===== config.mk =====
export PLATFORM = sky130hd
export DESIGN_NAME = seq_generator
export DESIGN_NICKNAME = d
export VERILOG_FILES = /design/src/rtl/seq_generator.sv
export SDC_FILE = /design/constraint.sdc
export NUM_CORES = 1
export LEC_CHECK = 0
export CAP_MARGIN = 20
export CORE_ASPECT_RATIO = 0.7
export CORE_MARGIN = 1.5
export CORE_UTILIZATION = 46
export CTS_CLUSTER_DIAMETER = 200
export DETAILED_ROUTE_END_ITERATION = 10
export PLACE_DENSITY = 0.71
export SLEW_MARGIN = 10
export SYNTH_ARGS = -nofsm -noshare
export SYNTH_HDL_FRONTEND = slang
export SYNTH_SLANG_ARGS = --single-unit

===== constraint.sdc =====
create_clock -name clk -period 1.6 [get_ports clk]
set_input_delay 0.32 -clock clk [delete_from_list [all_inputs] [get_ports clk]]
set_output_delay 0.32 -clock clk [all_outputs]
set_load 0.01 [all_outputs]

===== src/rtl/seq_generator.sv =====
// Serial bit-pattern generator: latches a pattern and repeat count on start, then
// shifts it out MSB-first with an optional idle gap between repetitions. Optional macro: SEQ_GEN_LOOP_EN.
module seq_generator #(
    parameter int unsigned PAT_W = 4,
    parameter int unsigned CNT_W = 4,
    parameter int unsigned GAP   = 0
) (
    input  logic             clk,
    input  logic             reset,
    input  logic             start,
    input  logic [PAT_W-1:0] pattern,
    input  logic [CNT_W-1:0] repeat_cnt,
    input  logic             stop,
    output logic             x,
    output logic             x_valid,
    output logic             busy,
    output logic             done
);

    localparam int unsigned IDX_W = $clog2(PAT_W);
    localparam int unsigned GAP_W = (GAP > 1) ? $clog2(GAP) : 1;

    typedef enum logic [1:0] {
        ST_IDLE,
        ST_SEND,
        ST_GAP
    } state_t;

    state_t           state_q, state_d;
    logic [PAT_W-1:0] pat_q, pat_d;
    logic [PAT_W-1:0] shift_q, shift_d;
    logic [IDX_W-1:0] idx_q, idx_d;
    logic [CNT_W-1:0] reps_q, reps_d;
    logic [GAP_W-1:0] gap_q, gap_d;
    logic             loop_q, loop_d;
    logic             x_q, x_d;
    logic             x_valid_q, x_valid_d;
    logic             busy_q, busy_d;
    logic             done_q, done_d;

    logic             rep_zero_c;
    logic             loop_start_c;

    assign rep_zero_c = (repeat_cnt == '0);

    // A zero repeat count selects endless repetition only when looping is built in.
`ifdef SEQ_GEN_LOOP_EN
    assign loop_start_c = rep_zero_c;
`else
    assign loop_start_c = 1'b0;
`endif

    always_ff @(posedge clk or posedge reset) begin
        if (reset) begin
            state_q   <= ST_IDLE;
            pat_q     <= '0;
            shift_q   <= '0;
            idx_q     <= '0;
            reps_q    <= '0;
            gap_q     <= '0;
            loop_q    <= 1'b0;
            x_q       <= 1'b0;
            x_valid_q <= 1'b0;
            busy_q    <= 1'b0;
            done_q    <= 1'b0;
        end else begin
            state_q   <= state_d;
            pat_q     <= pat_d;
            shift_q   <= shift_d;
            idx_q     <= idx_d;
            reps_q    <= reps_d;
            gap_q     <= gap_d;
            loop_q    <= loop_d;
            x_q       <= x_d;
            x_valid_q <= x_valid_d;
            busy_q    <= busy_d;
            done_q    <= done_d;
        end
    end

    // Next-state logic; the x/x_valid/busy/done values describe the cycle after the edge.
    always_comb begin
        state_d   = state_q;
        pat_d     = pat_q;
        shift_d   = shift_q;
        idx_d     = idx_q;
        reps_d    = reps_q;
        gap_d     = gap_q;
        loop_d    = loop_q;
        x_d       = 1'b0;
        x_valid_d = 1'b0;
        busy_d    = 1'b0;
        done_d    = 1'b0;

        if (stop) begin
            state_d = ST_IDLE;
            loop_d  = 1'b0;
        end else begin
            case (state_q)
                ST_IDLE: begin
                    if (start) begin
                        state_d   = ST_SEND;
                        pat_d     = pattern;
                        shift_d   = pattern;
                        idx_d     = '0;
                        reps_d    = rep_zero_c ? CNT_W'(1) : repeat_cnt;
                        loop_d    = loop_start_c;
                        x_d       = pattern[PAT_W-1];
                        x_valid_d = 1'b1;
                        busy_d    = 1'b1;
                    end
                end
                ST_SEND: begin
                    if (idx_q != IDX_W'(PAT_W - 1)) begin
                        shift_d   = {shift_q[PAT_W-2:0], 1'b0};
                        idx_d     = idx_q + 1'b1;
                        x_d       = shift_q[PAT_W-2];
                        x_valid_d = 1'b1;
                        busy_d    = 1'b1;
                    end else if (!loop_q && reps_q <= CNT_W'(1)) begin
                        state_d = ST_IDLE;
                        done_d  = 1'b1;
                    end else begin
                        if (!loop_q) begin
                            reps_d = reps_q - 1'b1;
                        end
                        busy_d = 1'b1;
                        if (GAP > 0) begin
                            state_d = ST_GAP;
                            gap_d   = '0;
                        end else begin
                            shift_d   = pat_q;
                            idx_d     = '0;
                            x_d       = pat_q[PAT_W-1];
                            x_valid_d = 1'b1;
                        end
                    end
                end
                ST_GAP: begin
                    busy_d = 1'b1;
                    if (gap_q == GAP_W'(GAP - 1)) begin
                        state_d   = ST_SEND;
                        shift_d   = pat_q;
                        idx_d     = '0;
                        x_d       = pat_q[PAT_W-1];
                        x_valid_d = 1'b1;
                    end else begin
                        gap_d = gap_q + 1'b1;
                    end
                end
                default: begin
                    state_d = ST_IDLE;
                end
            endcase
        end
    end

    assign x       = x_q;
    assign x_valid = x_valid_q;
    assign busy    = busy_q;
    assign done    = done_q;

endmodule


==> impl_metrics.json <==
{
  "place_ws_ns": -0.153,
  "clk_pin_slew_worst_paths_ns": 0.09,
  "postSynthAreaPerCell_sq_um": 9.59,
  "final_core_util_pct": 63.9,
  "yosysSeqAreaShare_pct": 46.2,
  "status": "completed",
  "wire_per_inst_um": 13.5,
  "antenna_found_initial": 0,
  "drv_cap": 0,
  "fin_cells": 144,
  "synth.lib_cells_used.distinct": 31,
  "drtIter0Drc": 22,
  "synth_cells": 96,
  "clkSinkCount": 17,
  "synth-main-ff-cell": "dfrtp_1",
  "timing.rr.start": "reps_q[1]$_DFFE_PP0P_",
  "dr.pass1.iters": 4,
  "synth_area_leaders": "dfrtp_1 46%, o21ai_0 4.9%, mux2_2 4.9%",
  "cts_buffers": 3,
  "cp_cell_sequence": "inv_1 > ha_1 > or2_4 > nand2_2 > a31oi_1 > a221o_1",
  "die_h_um": 40.4,
  "wl_met3_um": 77,
  "yosysTopAreaCell": "dfrtp_1",
  "overflow": 0,
  "fin_ws_ns": 0.0769,
  "cp.buffers_inverters": 1,
  "synth-edff-count": 0,
  "ys_top_cells_by_count": "17 x dfrtp_1, 10 x inv_1, 10 x nand2_1",
  "worstMarginPinSlew_ns": 0.379,
  "grt_pass1_vias": 737,
  "worstPathRequired_ns": 1.78,
  "ios": 16,
  "yosysTopAreaCellShare_pct": 46.2,
  "slew_viol_final": 0,
  "arrival_ns": 1.70,
  "drive_gt1_share_pct": 20.5,
  "cp_slowest_cell": "dfrtp_1",
  "routed_via_density": 5.45,
  "cts_buffer_depth": 2,
  "synth-seq-cells": 17,
  "power_mw": 1.15,
  "drt.antenna.violating_nets": 0,
  "cts-htree-levels": 1,
  "areaGrowthSynthToFinish_pct": 29.9,
  "r2r_cells": 6,
  "start_util_pct": 49.2,
  "leakagePower_nw": 0.539,
  "netlist_area_sq_um": 921,
  "clkLatencyLatePin_ns": 0.29,
  "cp_top_family": "flip-flops",
  "max_stage_delay_ns": 0.39,
  "gp_congestion": 0.829,
  "dp_hpwl_um": 1490,
  "core_area_sq_mm": 0.00187,
  "nFillCells": 159,
  "synthesis.nets": 111,
  "rrSetupSlack_ns": 0.08,
  "grt_max_degree": 18,
  "fmax_mhz": 657,
  "cp_max_fo": 6,
  "fin_worst_skew_ns": 0.00277,
  "synth_most_common_cell": "dfrtp_1",
  "rsz0062_at_grt": "no",
  "m1WireLength_um": 959,
  "grt_usage_pct": 19.3,
  "met2_length_um": 911,
  "dieWidth_um": 56.5,
  "cts_hold_buffers": 0,
  "max_slew_margin_pct": 74.6,
  "routed.top_layer": "met3",
  "min_period_ns": 1.52,
  "drt-total-wl_um": 1950,
  "portBuffers": 15,
  "nNetsFinal": 138,
  "crit_path_end_kind": "register",
  "num_antenna_cells": 0,
  "hp-class": "in -> async",
  "grt_pass1_wl_um": 3190,
  "synthArstFlopShare_pct": 100,
  "hold_viol_final": 0,
  "worst_ir_drop_vdd_mv": 0.602,
  "vias": 785,
  "cts_root_buf": "clkbuf_4",
  "finalSetupViolCount": 0,
  "cp-start-kind": "register",
  "drc": 0,
  "timing.hold.ws_ns": 0.338,
  "timing_worst_setup_path_type": "reg -> reg",
  "cts_resized": 0,
  "fin_crit_sh_pct": 95.2,
  "power.density_mw_per_mm2": 960,
  "num_rows": 13,
  "reg2reg_to": "reps_q[1]$_DFFE_PP0P_",
  "yosys_warnings": 0,
  "cts_tree": "done",
  "dieArea_sq_mm": 0.00228,
  "post-cts-setup-buffer-count": 0,
  "dp.cells": 140
}
## cell type report
| class | instances | area [sq um] | share of cell area (%) |
|---|---|---|---|
| repair buffers | 28 | 248 | 20.7 |
| well taps | 22 | 27.5 | 2.30 |
| flip-flops and latches | 17 | 427 | 35.7 |
| inverters | 10 | 37.5 | 3.14 |
| multi-input cells | 63 | 430 | 36.0 |
| clock buffers | 4 | 26.3 | 2.20 |
## flip-flops by register name (all words and copies together) (netlist names)
name / flops
x: 1
done: 1
idx_q: 2
state_q: 1
shift_q: 3
pat_q: 4
busy: 1
reps_q: 4
## per-layer routing
layer | global-route usage [%] | vias up
met5 | 0 | -
met1 | 24.5 | 371
li1 | - | 393
met3 | 5.81 | 0
met2 | 32.8 | 21
met4 | 5.36 | 0
## report_power, final
part	internal (mW)	switching, mW
logic	0.185	0.183
clock network	0.0969	0.128
registers	0.503	0.0513
## worst max path at each step
stage / start / to / slack [ns] / depth (start not counted)
floorplan: reps_q[0]$_DFFE_PP0P_ / idx_q[1]$_DFFE_PP0P_ / 0.05 / 6
global placement: stop / pat_q[1]$_DFFE_PP0P_ / -0.10 / 3
detailed placement: stop / idx_q[1]$_DFFE_PP0P_ / -0.15 / 4
CTS: reps_q[1]$_DFFE_PP0P_ / idx_q[1]$_DFFE_PP0P_ / 0.0009 / 5
global route: reps_q[1]$_DFFE_PP0P_ / idx_q[0]$_DFFE_PP0P_ / 0.003 / 6
finish: reps_q[1]$_DFFE_PP0P_ / reps_q[1]$_DFFE_PP0P_ / 0.08 / 6
## cells in the final DEF, fill, tap and decap left out
cell | synthesis | layout
and4_1 | 1 | 1
a21oi_1 | 6 | 6
a221o_1 | 1 | 1
clkdlybuf4s50_1 | 0 | 15
nand2_1 | 10 | 9
mux2_2 | 4 | 4
o21ai_1 | 1 | 1
and3_1 | 1 | 1
buf_4 | 2 | 13
nand2_2 | 0 | 1
nor2_1 | 4 | 4
nand2b_1 | 1 | 1
a31oi_1 | 2 | 2
nor3_1 | 4 | 4
o32ai_1 | 1 | 1
nand3_1 | 3 | 3
o221ai_1 | 1 | 1
dfrtp_2 | 0 | 1
nor4_1 | 1 | 1
a211oi_1 | 1 | 1
o31ai_1 | 1 | 1
ha_1 | 3 | 3
nor3b_4 | 1 | 1
a32o_1 | 1 | 1
a41oi_1 | 1 | 1
a41o_4 | 0 | 1
dfrtp_1 | 17 | 16
clkbuf_1 | 0 | 1
or2_4 | 1 | 1
mux2i_1 | 2 | 2
clkbuf_4 | 0 | 3
o21ai_0 | 9 | 9
o21bai_1 | 1 | 1
inv_1 | 10 | 10
## worst reg2reg max path: cells and delay by family, from the launching register on
family / cells / cell delay (ns)
AOI/OAI and AO/OA: 2 / 0.35
adders and majority gates: 1 / 0.21
buffers and inverters: 1 / 0.08
DFF: 1 / 0.39
and+or+nand+nor: 2 / 0.39
## kinds of logic after synthesis
kind of cell,Yosys count,share of synthesized area [%]
AO/OA/AOI/OAI,27,18.6
AND/OR/NAND/NOR,27,15.5
adder cells (fa/ha/maj),3,4.08
flip-flops,17,46.2
multiplexers,6,7.06
buffers and inverters,16,8.56
## metrics by stage
step                area [sq um]  TNS [ns]
finish                      1200         0
global route                1200         0
CTS                         1180         0
detailed placement          1150     -1.59
global placement            1150    -0.815
floorplan                    921         0
Power figures use the tool's default switching activity.
